[src/rtl/rvb_pkg.sv]
// Shared constants and types for the bitmanip dispatch stages.
// Covers the opcode and function fields of the CLMUL family and the per-entry control bits.
package rvb_pkg;

   localparam logic [6:0] OPC_OP    = 7'b0110011;
   localparam logic [6:0] OPC_OP32  = 7'b0111011;
   localparam logic [6:0] F7_CLMUL  = 7'b0000101;
   localparam logic [2:0] F3_CLMUL  = 3'b001;
   localparam logic [2:0] F3_CLMULR = 3'b010;
   localparam logic [2:0] F3_CLMULH = 3'b011;

   // Control part of a dispatch FIFO entry; operands and tag are appended by the user.
   typedef struct packed {
      logic legal;
      logic insn3;
      logic insn12;
      logic insn13;
   } clmul_ctl_t;

   function automatic logic clmul_legal(
      input logic [6:0] funct7,
      input logic [2:0] funct3,
      input logic [6:0] opcode,
      input logic       rv64
   );
      logic f3_ok;
      logic opc_ok;
      f3_ok  = (funct3 == F3_CLMUL) || (funct3 == F3_CLMULR) || (funct3 == F3_CLMULH);
      opc_ok = (opcode == OPC_OP) || (rv64 && (opcode == OPC_OP32));
      return (funct7 == F7_CLMUL) && f3_ok && opc_ok;
   endfunction

endpackage

[src/rtl/rvb_fifo2.sv]
// Generic two-entry valid/ready FIFO with registered storage.
// Accepts a push and a pop in the same cycle; push_ready is held low during reset.
module rvb_fifo2 #(
   parameter int WIDTH = 8
) (
   input  logic             clock,
   input  logic             reset,
   input  logic             push_valid,
   output logic             push_ready,
   input  logic [WIDTH-1:0] push_data,
   output logic             pop_valid,
   input  logic             pop_ready,
   output logic [WIDTH-1:0] pop_data
);

   logic [WIDTH-1:0] mem_reg [2];
   logic             wr_ptr_reg;
   logic             rd_ptr_reg;
   logic [1:0]       count_reg;
   logic             push;
   logic             pop;

   assign push_ready = (count_reg != 2'd2) && !reset;
   assign pop_valid  = (count_reg != 2'd0);
   assign pop_data   = mem_reg[rd_ptr_reg];
   assign push       = push_valid && push_ready;
   assign pop        = pop_valid && pop_ready;

   always_ff @(posedge clock) begin
      if (push) begin
         mem_reg[wr_ptr_reg] <= push_data;
      end
   end

   always_ff @(posedge clock) begin
      if (reset) begin
         wr_ptr_reg <= 1'b0;
         rd_ptr_reg <= 1'b0;
         count_reg  <= 2'd0;
      end else begin
         if (push) begin
            wr_ptr_reg <= !wr_ptr_reg;
         end
         if (pop) begin
            rd_ptr_reg <= !rd_ptr_reg;
         end
         count_reg <= count_reg + {1'b0, push} - {1'b0, pop};
      end
   end

endmodule

[src/rtl/rvb_clmul_dispatch.sv]
// CLMUL-family decode and dispatch in front of rvb_clmul: 2-entry input FIFO, single
// in-flight tag tracker, and an output mux that retires illegal ops in program order.
module rvb_clmul_dispatch
   import rvb_pkg::*;
#(
   parameter int XLEN = 64,
   parameter int TAGW = 5
) (
   input  logic            clock,
   input  logic            reset,
   input  logic            in_valid,
   output logic            in_ready,
   input  logic [31:0]     in_insn,
   input  logic [XLEN-1:0] in_rs1,
   input  logic [XLEN-1:0] in_rs2,
   input  logic [TAGW-1:0] in_tag,
   output logic            cm_valid,
   input  logic            cm_ready,
   output logic [XLEN-1:0] cm_rs1,
   output logic [XLEN-1:0] cm_rs2,
   output logic            cm_insn3,
   output logic            cm_insn12,
   output logic            cm_insn13,
   input  logic            cm_dout_valid,
   output logic            cm_dout_ready,
   input  logic [XLEN-1:0] cm_dout_rd,
   output logic            out_valid,
   input  logic            out_ready,
   output logic [XLEN-1:0] out_rd,
   output logic [TAGW-1:0] out_tag,
   output logic            out_illegal
);

   typedef struct packed {
      clmul_ctl_t      ctl;
      logic [XLEN-1:0] rs1;
      logic [XLEN-1:0] rs2;
      logic [TAGW-1:0] tag;
   } entry_t;

   entry_t          in_entry;
   entry_t          head;
   logic            head_valid;
   logic            fifo_pop;
   logic            issue;
   logic            ill_valid;
   logic            result_accept;
   logic            pend_reg;
   logic [TAGW-1:0] pend_tag_reg;
   logic            unused_insn;

   // Register-index fields do not affect decode.
   assign unused_insn = ^{in_insn[24:15], in_insn[11:7]};

   always_comb begin
      in_entry.ctl.legal  = clmul_legal(in_insn[31:25], in_insn[14:12], in_insn[6:0], XLEN == 64);
      in_entry.ctl.insn3  = in_insn[3];
      in_entry.ctl.insn12 = in_insn[12];
      in_entry.ctl.insn13 = in_insn[13];
      in_entry.rs1        = in_rs1;
      in_entry.rs2        = in_rs2;
      in_entry.tag        = in_tag;
   end

   rvb_fifo2 #(
      .WIDTH($bits(entry_t))
   ) u_fifo (
      .clock     (clock),
      .reset     (reset),
      .push_valid(in_valid),
      .push_ready(in_ready),
      .push_data (in_entry),
      .pop_valid (head_valid),
      .pop_ready (fifo_pop),
      .pop_data  (head)
   );

   // An illegal head only retires once the multiplier is drained, preserving order.
   always_comb begin
      cm_valid      = !reset && head_valid && head.ctl.legal;
      issue         = cm_valid && cm_ready;
      ill_valid     = !reset && head_valid && !head.ctl.legal && !pend_reg;
      cm_dout_ready = !reset && pend_reg && out_ready;
      result_accept = cm_dout_ready && cm_dout_valid;
      fifo_pop      = issue || (ill_valid && out_ready);

      cm_rs1    = '0;
      cm_rs2    = '0;
      cm_insn3  = 1'b0;
      cm_insn12 = 1'b0;
      cm_insn13 = 1'b0;
      if (head_valid) begin
         cm_rs1    = head.rs1;
         cm_rs2    = head.rs2;
         cm_insn3  = head.ctl.insn3;
         cm_insn12 = head.ctl.insn12;
         cm_insn13 = head.ctl.insn13;
      end

      if (pend_reg) begin
         out_valid   = !reset && cm_dout_valid;
         out_rd      = cm_dout_rd;
         out_tag     = pend_tag_reg;
         out_illegal = 1'b0;
      end else begin
         out_valid   = ill_valid;
         out_rd      = '0;
         out_tag     = head_valid ? head.tag : '0;
         out_illegal = ill_valid;
      end
   end

   always_ff @(posedge clock) begin
      if (reset) begin
         pend_reg     <= 1'b0;
         pend_tag_reg <= '0;
      end else if (issue) begin
         pend_reg     <= 1'b1;
         pend_tag_reg <= head.tag;
      end else if (result_accept) begin
         pend_reg     <= 1'b0;
      end
   end

endmodule

[config.mk]
export PLATFORM = sky130hd
export DESIGN_NAME = rvb_clmul_dispatch
export DESIGN_NICKNAME = d
export VERILOG_FILES = /design/src/rtl/rvb_pkg.sv /design/src/rtl/rvb_fifo2.sv /design/src/rtl/rvb_clmul_dispatch.sv
export SDC_FILE = /design/constraint.sdc
export NUM_CORES = 1
export LEC_CHECK = 0
export CAP_MARGIN = 5
export CORE_AREA = 2 2 172 174
export CTS_BUF_LIST = sky130_fd_sc_hd__clkbuf_8
export DETAILED_ROUTE_END_ITERATION = 8
export DIE_AREA = 0 0 174 176
export GPL_TIMING_DRIVEN = 0
export PLACE_DENSITY = 0.73
export SLEW_MARGIN = 10
export SYNTH_ARGS = -nofsm -noshare
export SYNTH_HDL_FRONTEND = slang
export SYNTH_SLANG_ARGS = --single-unit
[constraint.sdc]
create_clock -name clock -period 12.7 [get_ports clock]
set_clock_uncertainty 0.1 [all_clocks]
set_input_delay 2.54 -clock clock [delete_from_list [all_inputs] [get_ports clock]]
set_output_delay 2.54 -clock clock [all_outputs]
set_load 0.01 [all_outputs]
==> run summary, run 1 <==
Traced cell by cell, the critical path runs through clkbuf_1 > clkbuf_1 > a21oi_1 > clkdlybuf4s50_1. The most repeated cell in the gate-level netlist after synthesis was sky130_fd_sc_hd__edfxtp_1. The post-placement cell area is 16200 um2, and the post-synthesis sequential element count is 285.

The final HPWL from detailed placement is 23400 um, and the worst-path maximum fanout is 10. The number of slew-limit violations in the final report came out at 0. The worst slew margin relative to its limit is 0.574, and the width of the die is 174 um. Clock-pin slew was measured on the worst setup and hold paths at 60 ps. A synthesized cell averages 15.8 um2. The share of post-route cells with drive strength above 1 was 0.0767. Element type at the critical path start: a primary input. The most numerous cell type found on the critical path is sky130_fd_sc_hd__clkbuf_1.

The logs give 0 for the number of failing hold endpoints at the final stage and 46600 um for the wire length of the first global-routing pass. The area growth from synthesis to layout is 50.8%. The number of H-tree branching levels was 2; the count of synthesis-stage warnings from yosys was 0.

The first-pass iteration count of the detailed router was 6. Setup violations remaining at the end of the flow were counted as 0. TritonCTS built the clock tree.

The required arrival time at the worst endpoint is 10060 ps. Counting both buffers and inverters, the worst setup path holds a total of 3. Power density over the cells: 150 nW/um2. The clock period minus worst slack is 6660 ps. The largest single stage delay on the critical path is 520 ps. The share of synthesized registers carrying an async set or reset came out at 0. The tools report the overall routed net length as 31900 um.

The via count of the first global-routing pass is 8043, and the cell area after layout is 17000 um2. Counting distinct cell types in the post-synthesis netlist gives 30. The number of antenna violations at the first check in global routing came out at 2. Hold timing on the final database bottoms out at a slack of 397 ps. On the critical path, the stage with the largest delay is an instance of sky130_fd_sc_hd__clkdlybuf4s50_1. The number of clock buffers added by TritonCTS is 46. The mapped netlist covers 11300 um2. The area share of the largest cell type after synthesis is 0.728. By startpoint and endpoint, the worst setup path is classified as in -> out.

In the final design database the tool counted 1430 nets. The run finished with clean final reports. The average via count per standard cell works out to 4.72. In this run the deepest clock path goes through 3 buffers. The tools report the largest vdd supply drop as 91.9 uV. Part of the Yosys area used for sequential elements: 0.747. Nature of the critical path endpoint: an output pin.

Category of cells accounting for the largest share of critical-path delay: buffers and inverters. The starting density of the core was 0.396. Full die area: 30600 um2. After synthesis, the most frequently instantiated cells are sky130_fd_sc_hd__edfxtp_1, sky130_fd_sc_hd__nor2_1, sky130_fd_sc_hd__mux2i_1. The filler cells instantiated in the layout total 2303. For the worst setup path, the data arrival time is 4020 ps.

The max-cap violation count is 0, and the average routed wire per standard cell is 19.8 um. After synthesis, the cell types taking the most area are sky130_fd_sc_hd__edfxtp_1, sky130_fd_sc_hd__mux2i_1, sky130_fd_sc_hd__nor2_1, sky130_fd_sc_hd__and2_1, sky130_fd_sc_hd__dfxtp_1. The pin slew with the least headroom to its limit works out to 639 ps. The die is 176 um tall. The flip-flop cell with the highest count after synthesis is sky130_fd_sc_hd__edfxtp_1. Remaining global-route overflow: 0.

The maximum number of pins on one net before global-route repair was 54. The register with the most flip-flops in the layout has 274 of them. The core region is 28500 um2. Share of the cycle needed by the critical path after routing: 0.525. The type of the most critical hold path was reg -> reg.

Number of rows in the core area: 62. The run gives 0 as the count of nets left with antenna violations after detail routing. Post-CTS repair changed the size of 0 cells. Synthesis produced 714 cells.

In this run the post-CTS setup repair buffer count came out at 0. Summing over every cut layer, the via total after detailed routing is 7607. The logs give 951 for the total nets after synthesis and 5.76 nW for the leakage power figure.

For the final estimated routing congestion in global placement, the log shows 0.884. The logs give 440 for the number of placed I/O pins and 0.150 GHz for the achievable frequency. Setup repair after global routing left no endpoint under its margin.

The detailed router finished its first iteration with 320 violations. CTS placed an instance of sky130_fd_sc_hd__clkbuf_8 at the clock tree root. The number of hold buffers added after CTS was 0. The later pin in the worst-skew pair is clocked with a latency of 540 ps. The design draws 2.55 mW. The synthesized design contains 274 enable-type register cells.

The combined global-route utilization of all metal layers is 0.202, and the number of sinks handled by clock tree synthesis is 285. For the post-detailed-route DRC marker count, the log shows 0. Summed over all instances, the cell type with the most area after synthesis is sky130_fd_sc_hd__edfxtp_1.

Input and output buffers added on the ports amount to 423.
[cells by family (layout without fill, tap and decap cells)]
logic type      after synthesis  count (layout)  share of synthesized area
flops                       285             285                      0.747
simple gates                225             225                     0.0955
mux                         143             143                      0.127
buf+inv                      44             556                     0.0172
compound gates               12              12                    0.00797
xor+xnor                      3               3                    0.00233
fa+ha+maj                     2               2                    0.00221
other cells                   0               1                          0
[path summary, 6_finish.rpt]
kind	startpoint	to	slack (ps)	cells after the start
worst min register to register	pend_tag_reg[3]	pend_tag_reg[3]	400	2
worst min-delay path	pend_tag_reg[3]	pend_tag_reg[3]	400	2
worst max-delay path	reset	in_ready	6040	4
worst max register to register	u_fifo.count_reg[1]	u_fifo.count_reg[1]	10060	10
[worst min-delay path: stages, from the launching register on]
cell	delay (ps)
sky130_fd_sc_hd__dfxtp_1	330
sky130_fd_sc_hd__mux2i_1	70
sky130_fd_sc_hd__nor2_1	70
[layout by cell type, fill, tap and decap left out, types with 2 or more instances in the layout]
cell and instances:
sky130_fd_sc_hd__a21oi_1 2, sky130_fd_sc_hd__a22o_1 5, sky130_fd_sc_hd__and2_1 64, sky130_fd_sc_hd__buf_1 4, sky130_fd_sc_hd__buf_12 3, sky130_fd_sc_hd__buf_16 5, sky130_fd_sc_hd__buf_2 23, sky130_fd_sc_hd__clkbuf_1 13
sky130_fd_sc_hd__clkbuf_8 47, sky130_fd_sc_hd__clkdlybuf4s50_1 423, sky130_fd_sc_hd__clkinv_1 13, sky130_fd_sc_hd__clkinv_2 3, sky130_fd_sc_hd__dfxtp_1 11, sky130_fd_sc_hd__edfxtp_1 274, sky130_fd_sc_hd__ha_1 2, sky130_fd_sc_hd__inv_1 19
sky130_fd_sc_hd__inv_6 2, sky130_fd_sc_hd__mux2_2 6, sky130_fd_sc_hd__mux2i_1 137, sky130_fd_sc_hd__nor2_1 142, sky130_fd_sc_hd__nor3_1 4, sky130_fd_sc_hd__nor3b_1 4, sky130_fd_sc_hd__nor4b_1 2, sky130_fd_sc_hd__xnor2_1 2
[report_power, final]
part	internal [mW]	total (mW)	switching [mW]	leakage, nW
sequential	1.09	1.10	0.0133	2.60
combinational	0.377	0.742	0.365	2.68
clock	0.364	0.707	0.343	0.473
total	1.83	2.55	0.721	5.76
[cell type report]
type                    instances  area [um2]  area share
diodes                          1        2.50    0.000147
plain buffers                  40         179      0.0105
clock buffers                  47         647      0.0380
clock inverters                34         168     0.00984
inverters                       4        15.0    0.000881
multi-input cells             385        2670       0.157
flip-flops and latches        285        8450       0.496
well taps                     384         480      0.0282
repair buffers                431        4430       0.260
[stage by stage]
step	setup slack [ps]	TNS, ps	instances	utilization
final	6040	0	1611	0.597
after global routing	5880	0	1611	0.597
after CTS	5970	0	1610	0.597
after detailed placement	5980	0	1529	0.568
after global placement	-1420	-193630	1521	0.561
after floorplan	2700	0	714	-
[per-layer routing]
metal,share of wire,up-vias,routed length (um),track usage
li1,-,3571,-,-
met1,0.36,3584,11400,0.209
met2,0.50,368,16000,0.361
met4,0.058,2,1850,0.113
met3,0.081,82,2570,0.0648
met5,0.00041,-,13,0
No activity file was read; power rests on OpenSTA's default activity.
==> inputs of run 2 (changes only) <==
- clock period: 12.7 -> 6.7 ns (I/O delays scaled with it)
==> run summary, run 2 (synthesis results as in run 1) <==
Critical path's most frequent cell: sky130_fd_sc_hd__clkbuf_1 (unchanged). Leakage power figure: 5.76 nW (about the same). Quantity of gates resized following cts: 0 (unchanged). The number of cells on the worst reg-to-reg path works out to 6 (was 10).

Final total power: 4.89 mW (was 2.55 mW). The post-placement cell count came out at 1528 (was 1529). The required arrival time at the worst endpoint is 5260 ps (was 10060 ps). TritonCTS built the clock tree. The achievable frequency is 0.234 GHz.

For the number of antenna violations at the first check in global routing, the log shows 4 (was 2). The type of the worst setup path was in -> out (unchanged). The overall routed net length was 31600 um (was 31900 um). The clock tree root driver cell is sky130_fd_sc_hd__clkbuf_8 (unchanged). The number of flip-flops in the largest register works out to 274 (unchanged). The reg-to-reg endpoint is u_fifo.mem_reg[0][92] (was u_fifo.count_reg[1]). The category of cells accounting for the largest share of critical-path delay was buffers and inverters (unchanged).

The element type at the critical path start is a primary input (unchanged). Pin slew with the least headroom to its limit: 861 ps (was 639 ps). For the worst slew margin relative to its limit, the log shows 0.425 (was 0.574). Full die area: 30600 um2 (unchanged). The nature of the critical path endpoint was an output pin (unchanged). For the post-detailed-route DRC marker count, the log shows 0 (unchanged). Average via count per standard cell: 4.64 (was 4.72). Clock-pin transition on the worst setup and hold timing paths: 60 ps (about the same). Leading cell types in the layout, fill and taps excluded: sky130_fd_sc_hd__clkdlybuf4s50_1, sky130_fd_sc_hd__edfxtp_1, sky130_fd_sc_hd__nor2_1, sky130_fd_sc_hd__mux2i_1, sky130_fd_sc_hd__and2_1 (unchanged).

For the remaining global-route overflow, the log shows 0 (unchanged). The critical path's largest stage delay is 550 ps (was 520 ps). The worst-path maximum fanout is 10 (unchanged). The via count of the first global-routing pass was 7842 (was 8043). The number of buffers inserted for hold repair after clock tree synthesis was 0 (unchanged); the vertical die dimension was 176 um (unchanged). The clock insertion delay at the later pin of the skew report was 540 ps (about the same). The first-pass iteration count of the detailed router was 4 (was 6). The wire length of the first global-routing pass is 45800 um (was 46600 um), and the TritonCTS buffer count is 47 (was 46).

Most frequent standard cell in the layout excluding fill and tap cells: sky130_fd_sc_hd__clkdlybuf4s50_1 (unchanged). The average routed wire per standard cell was 19.6 um (was 19.8 um). The run gives 55 (was 54) as the maximum number of pins on one net before global-route repair.

Worst-case register-to-register setup slack: 3880 ps (was 10060 ps). The tools report the number of nets in the layout as 1430 (unchanged). The area added between synthesis and finish is 51.0% (was 50.8%). The number of rows in the core area was 62 (unchanged); the worst hold path stage count was 2 (unchanged).

Number of failing hold endpoints at the final stage: 0 (unchanged). The via count came out at 7496 (was 7607). For the footprint of the multi-input gates, the log shows 2670 um2 (unchanged). The share of post-route cells with drive strength above 1 was 0.0791 (was 0.0767); the final-layout fill cell count was 2257 (was 2303). The share of the cycle needed by the critical path after routing is 0.639. Setup repair after global routing left no endpoint under its margin. For the number of placed I/O pins, the log shows 440 (unchanged).

Number of setup violations in the final report: 0 (unchanged). Critical Path, Cell by Cell: clkbuf_1 > clkbuf_1 > nor2_1 > clkdlybuf4s50_1 (was clkbuf_1 > clkbuf_1 > a21oi_1 > clkdlybuf4s50_1). The power density over the cells was 286 nW/um2 (was 150 nW/um2). The count of nets left with antenna violations after detail routing came out at 0 (unchanged).

For the storage element area, the log shows 8450 um2 (unchanged). The clock period minus worst slack is 4280 ps, and the number of H-tree branching levels is 2 (unchanged). The tools report the launch instance of the worst register-to-register path as u_fifo.count_reg[0] (was u_fifo.count_reg[1]). The starting density of the core is 0.396 (unchanged). Highest-delay cell along the critical path: sky130_fd_sc_hd__clkdlybuf4s50_1 (unchanged). The type of the most critical hold path is reg -> reg (unchanged).

Endpoint with the worst hold slack: pend_tag_reg[3] (unchanged). The logs give 0.199 (was 0.202) for the combined global-route utilization of all metal layers and 0 (unchanged) for the number of buffers inserted to repair setup after CTS. The startpoint of the most critical hold path was pend_tag_reg[3] (unchanged). The flow ran to the end, and the final reports show no timing, DRC or antenna violations. The run gives 285 (unchanged) as the number of sinks handled by clock tree synthesis.

The non-filler instance count after layout was 1615 (was 1611); the buffering stage count on the worst path with inverters included was 3 (unchanged). The worst path arrival time is 2840 ps (was 4020 ps). The core area was 28500 um2 (unchanged). For the detailed router's first-iteration violation count, the log shows 304 (was 320). The logs give 0 (unchanged) for the max-cap violation count and 0 (unchanged) for the number of slew-limit violations in the final report. The final estimated routing congestion in global placement is 0.843 (was 0.884), and the width of the die is 174 um (unchanged). The final HPWL from detailed placement is 23100 um (was 23400 um). The maximum buffer depth of the clock tree is 3 (unchanged), and the largest vdd supply drop is 212 uV (was 91.9 uV).

The count of buffers from port buffering works out to 423 (unchanged).
run 2: per-stage QoR:
stage | area, um2 | hold slack (ps) | TNS (ps) | utilization | setup WS [ps]
finish | 17100 | 399 | 0 | 0.598 | 2420
global placement | 16000 | 375 | -469230 | 0.561 | -2040
detailed placement | 16200 | 389 | 0 | 0.567 | 2430
CTS | 17100 | 404 | 0 | 0.597 | 2310
global route | 17100 | 441 | 0 | 0.598 | 2250
floorplan | 11300 | 361 | 0 | - | 530
run 2: cell type report:
| type | count | share of cell area |
|---|---|---|
| Antenna cell | 4 | 0.000587 |
| Buffer | 40 | 0.0105 |
| Clock buffer | 47 | 0.0379 |
| Clock inverter | 36 | 0.0128 |
| Inverter | 4 | 0.000880 |
| Multi-Input combinational cell | 385 | 0.156 |
| Sequential cell | 285 | 0.495 |
| Tap cell | 384 | 0.0282 |
| Timing Repair Buffer | 430 | 0.258 |
run 2: worst max path at each step:
stage / start / to / slack (ps) / depth (start not counted)
floorplan: reset / u_fifo.mem_reg[0][0] / 530 / 3
global placement: in_valid / u_fifo.mem_reg[0][131] / -2040 / 4
detailed placement: reset / out_valid / 2430 / 4
CTS: u_fifo.count_reg[1] / cm_rs1[19] / 2310 / 6
global route: u_fifo.count_reg[1] / cm_rs1[19] / 2250 / 6
finish: reset / out_valid / 2420 / 4
run 2: worst min-delay path: cells and delay by family, from the launching register on:
family        cells  cell delay, ps
flops             1             330
simple gates      1              70
mux               1              60
run 2: layer usage:
layer | track usage | part of all wire | vias to the layer above
met2 | 0.371 | 0.53 | 310
li1 | - | - | 3573
met1 | 0.205 | 0.36 | 3560
met3 | 0.0624 | 0.075 | 51
met5 | 0 | 0.00041 | -
met4 | 0.0844 | 0.037 | 2
run 2: power by group:
group	leakage [nW]	switching (mW)	internal [mW]
clock	0.491	0.668	0.735
sequential	2.60	0.0256	2.07
combinational	2.67	0.680	0.710
==> inputs of run 3 (changes only) <==
- CORE_AREA: 2 2 172 174 -> 2 2 170 172
- DIE_AREA: 0 0 174 176 -> 0 0 172 174
- PLACE_DENSITY: 0.73 -> 0.78
- clock period: 6.7 -> 3.7 ns (I/O delays scaled with it)
==> run summary, run 3 (synthesis results as in run 1) <==
Number of placed I/O pins: 440 (unchanged). Worst slew margin relative to its limit: 0.606 (was 0.425). The reg-to-reg endpoint was u_fifo.count_reg[1] (was u_fifo.mem_reg[0][92]).

The worst path arrival time came out at 2700 ps (was 2840 ps). Setup repair after global routing left no endpoint under its margin. The quantity of gates resized following cts is 4 (was 0). Launch instance of the worst register-to-register path: u_fifo.count_reg[1] (was u_fifo.count_reg[0]).

For the combined global-route utilization of all metal layers, the log shows 0.202 (was 0.199). The clock insertion delay at the later pin of the skew report is 540 ps (about the same). The type of the most critical hold path is in -> reg (was reg -> reg). The category of cells accounting for the largest share of critical-path delay is buffers and inverters (unchanged).

The tools report the number of antenna violations at the first check in global routing as 5 (was 4). The tools report the leakage power figure as 5.80 nW (was 5.76 nW). The tools report the nature of the critical path endpoint as an output pin (unchanged). The number of nets in the layout came out at 1433 (was 1430). The end point of the critical path was cm_rs1[25] (was out_valid).

The run gives 31100 um (was 31600 um) as the overall routed net length. The tools report the number of buffers inserted for hold repair after clock tree synthesis as 0 (unchanged). Worst-path maximum fanout: 10 (unchanged).

The via count of the first global-routing pass was 8043 (was 7842); the core area was 28200 um2 (was 28500 um2). The share of the cycle needed by the critical path after routing came out at 0.956. Number of flip-flops in the largest register: 274 (unchanged).

Setup slack after placement: 422 ps (was 2430 ps). TritonCTS built the clock tree. For this run, the top clock speed supported by timing is 0.283 GHz. The aggregate negative setup slack is 0 ps (unchanged), and the count of buffers from port buffering is 423 (unchanged). The highest-delay cell along the critical path is sky130_fd_sc_hd__clkdlybuf4s50_1 (unchanged). Number of rows in the core area: 62 (unchanged). The final-layout fill cell count was 2197 (was 2257). Critical Path, Cell by Cell: buf_2 > buf_4 > buf_2 > mux2i_1 > nor2_1 > clkdlybuf4s50_1 (was clkbuf_1 > clkbuf_1 > nor2_1 > clkdlybuf4s50_1).

The area added between synthesis and finish is 51.8% (was 51.0%). The detailed router's first-iteration violation count came out at 372 (was 304). The critical path's largest stage delay works out to 500 ps (was 550 ps). The buffering stage count on the worst path with inverters included is 4 (was 3), and the clock period minus worst slack is 3540 ps. The full die area came out at 29900 um2 (was 30600 um2). The tools report the element type at the critical path start as a register (was a primary input). The maximum number of pins on one net before global-route repair is 59 (was 55), and the number of buffers inserted to repair setup after CTS is 0 (unchanged). The first-pass iteration count of the detailed router was 4 (unchanged). Leading cell types in the layout, fill and taps excluded: sky130_fd_sc_hd__clkdlybuf4s50_1, sky130_fd_sc_hd__edfxtp_1, sky130_fd_sc_hd__nor2_1, sky130_fd_sc_hd__mux2i_1, sky130_fd_sc_hd__and2_1 (unchanged).

The worst-case register-to-register setup slack was 1320 ps (was 3880 ps). The most frequent standard cell in the layout excluding fill and tap cells was sky130_fd_sc_hd__clkdlybuf4s50_1 (unchanged). The maximum buffer depth of the clock tree was 3 (unchanged).

The share of post-route cells with drive strength above 1 was 0.0836 (was 0.0791); the post-placement cell count was 1529 (was 1528). The number of sinks handled by clock tree synthesis was 285 (unchanged); the remaining global-route overflow was 0 (unchanged). The largest vdd supply drop came out at 320 uV (was 212 uV).

The run gives 2860 ps (was 5260 ps) as the required arrival time at the worst endpoint. The width of the die was 172 um (was 174 um); the number of slew-limit violations in the final report was 0 (unchanged). The average via count per standard cell is 4.71 (was 4.64), and the final HPWL from detailed placement is 22400 um (was 23100 um).

The logs give 1620 (was 1615) for the non-filler instance count after layout and 8.89 mW (was 4.89 mW) for the final total power. The number of failing hold endpoints at the final stage was 0 (unchanged); the wire length of the first global-routing pass was 45300 um (was 45800 um). The number of setup violations in the final report is 0 (unchanged).

The tools report the via count as 7631 (was 7496). The storage element area was 8450 um2 (unchanged); the power density over the cells was 518 nW/um2 (was 286 nW/um2). The vertical die dimension came out at 174 um (was 176 um).

The type of the worst setup path was reg -> out (was in -> out). The count of nets left with antenna violations after detail routing is 0 (unchanged). For the number of H-tree branching levels, the log shows 2 (unchanged). The clock tree root driver cell is sky130_fd_sc_hd__clkbuf_8 (unchanged). The critical path's most frequent cell is sky130_fd_sc_hd__buf_2 (was sky130_fd_sc_hd__clkbuf_1). The number of cells on the worst reg-to-reg path was 10 (was 6). The clock-pin transition on the worst setup and hold timing paths came out at 60 ps (about the same).

The average routed wire per standard cell was 19.2 um (was 19.6 um); the footprint of the multi-input gates was 2680 um2 (was 2670 um2). The tools report the post-detailed-route DRC marker count as 0 (unchanged). The tools report the starting density of the core as 0.400 (was 0.396). The pin slew with the least headroom to its limit is 590 ps (was 861 ps). The run gives 0 (unchanged) as the max-cap violation count. The number of gates on the worst path with buffers counted is 6 (was 4). The final estimated routing congestion in global placement was 0.864 (was 0.843).

The final setup slack of the worst path came out at 164 ps (was 2420 ps). The run finished with clean final reports. TritonCTS buffer count: 49 (was 47).
[run 3: final cells by class]
type,instances,area share
Antenna cell,4,0.000583
Buffer,40,0.0123
Clock buffer,51,0.0409
Clock inverter,36,0.0103
Inverter,4,0.000875
Multi-Input combinational cell,385,0.156
Sequential cell,285,0.492
Tap cell,384,0.0280
Timing Repair Buffer,431,0.258
[run 3: how the worst min path moves through the flow]
stage	to	slack [ps]	startpoint	cells after the start
floorplan	pend_tag_reg[4]	360	pend_tag_reg[4]	2
global placement	pend_tag_reg[4]	370	pend_tag_reg[4]	2
detailed placement	pend_tag_reg[2]	390	pend_tag_reg[2]	2
CTS	u_fifo.count_reg[0]	290	reset	2
global route	u_fifo.count_reg[0]	310	reset	2
finish	u_fifo.count_reg[0]	330	reset	2
[run 3: power by group]
part           leakage (nW)  internal (mW)  total (mW)  switching, mW
logic                  2.70           1.31        2.54           1.24
registers              2.60           3.74        3.79         0.0487
clock network         0.500           1.34        2.55           1.21
[run 3: layer usage]
| layer | vias to the layer above | wire length (um) | global-route usage |
|---|---|---|---|
| li1 | 3590 | - | - |
| met1 | 3603 | 11000 | 0.209 |
| met2 | 345 | 16000 | 0.360 |
| met3 | 91 | 2550 | 0.0578 |
| met4 | 2 | 1570 | 0.115 |
| met5 | - | 16 | 0 |
[run 3: worst reg2reg max path: stages, from the launching register on]
cell and delay, ps:
sky130_fd_sc_hd__dfxtp_1 360, sky130_fd_sc_hd__nor2_1 280, sky130_fd_sc_hd__buf_4 310, sky130_fd_sc_hd__buf_4 270, sky130_fd_sc_hd__nor3_1 90, sky130_fd_sc_hd__ha_1 300
sky130_fd_sc_hd__inv_1 60, sky130_fd_sc_hd__ha_1 140, sky130_fd_sc_hd__xor2_1 170, sky130_fd_sc_hd__xnor2_1 140, sky130_fd_sc_hd__nor2_1 50
[run 3: stage by stage]
stage               instance area, um2   util  hold slack (ps)
finish                           17200  0.608              332
global route                     17200  0.608              311
global placement                 16100  0.569              374
detailed placement               16300  0.576              387
CTS                              17100  0.607              294
floorplan                        11300      -              361
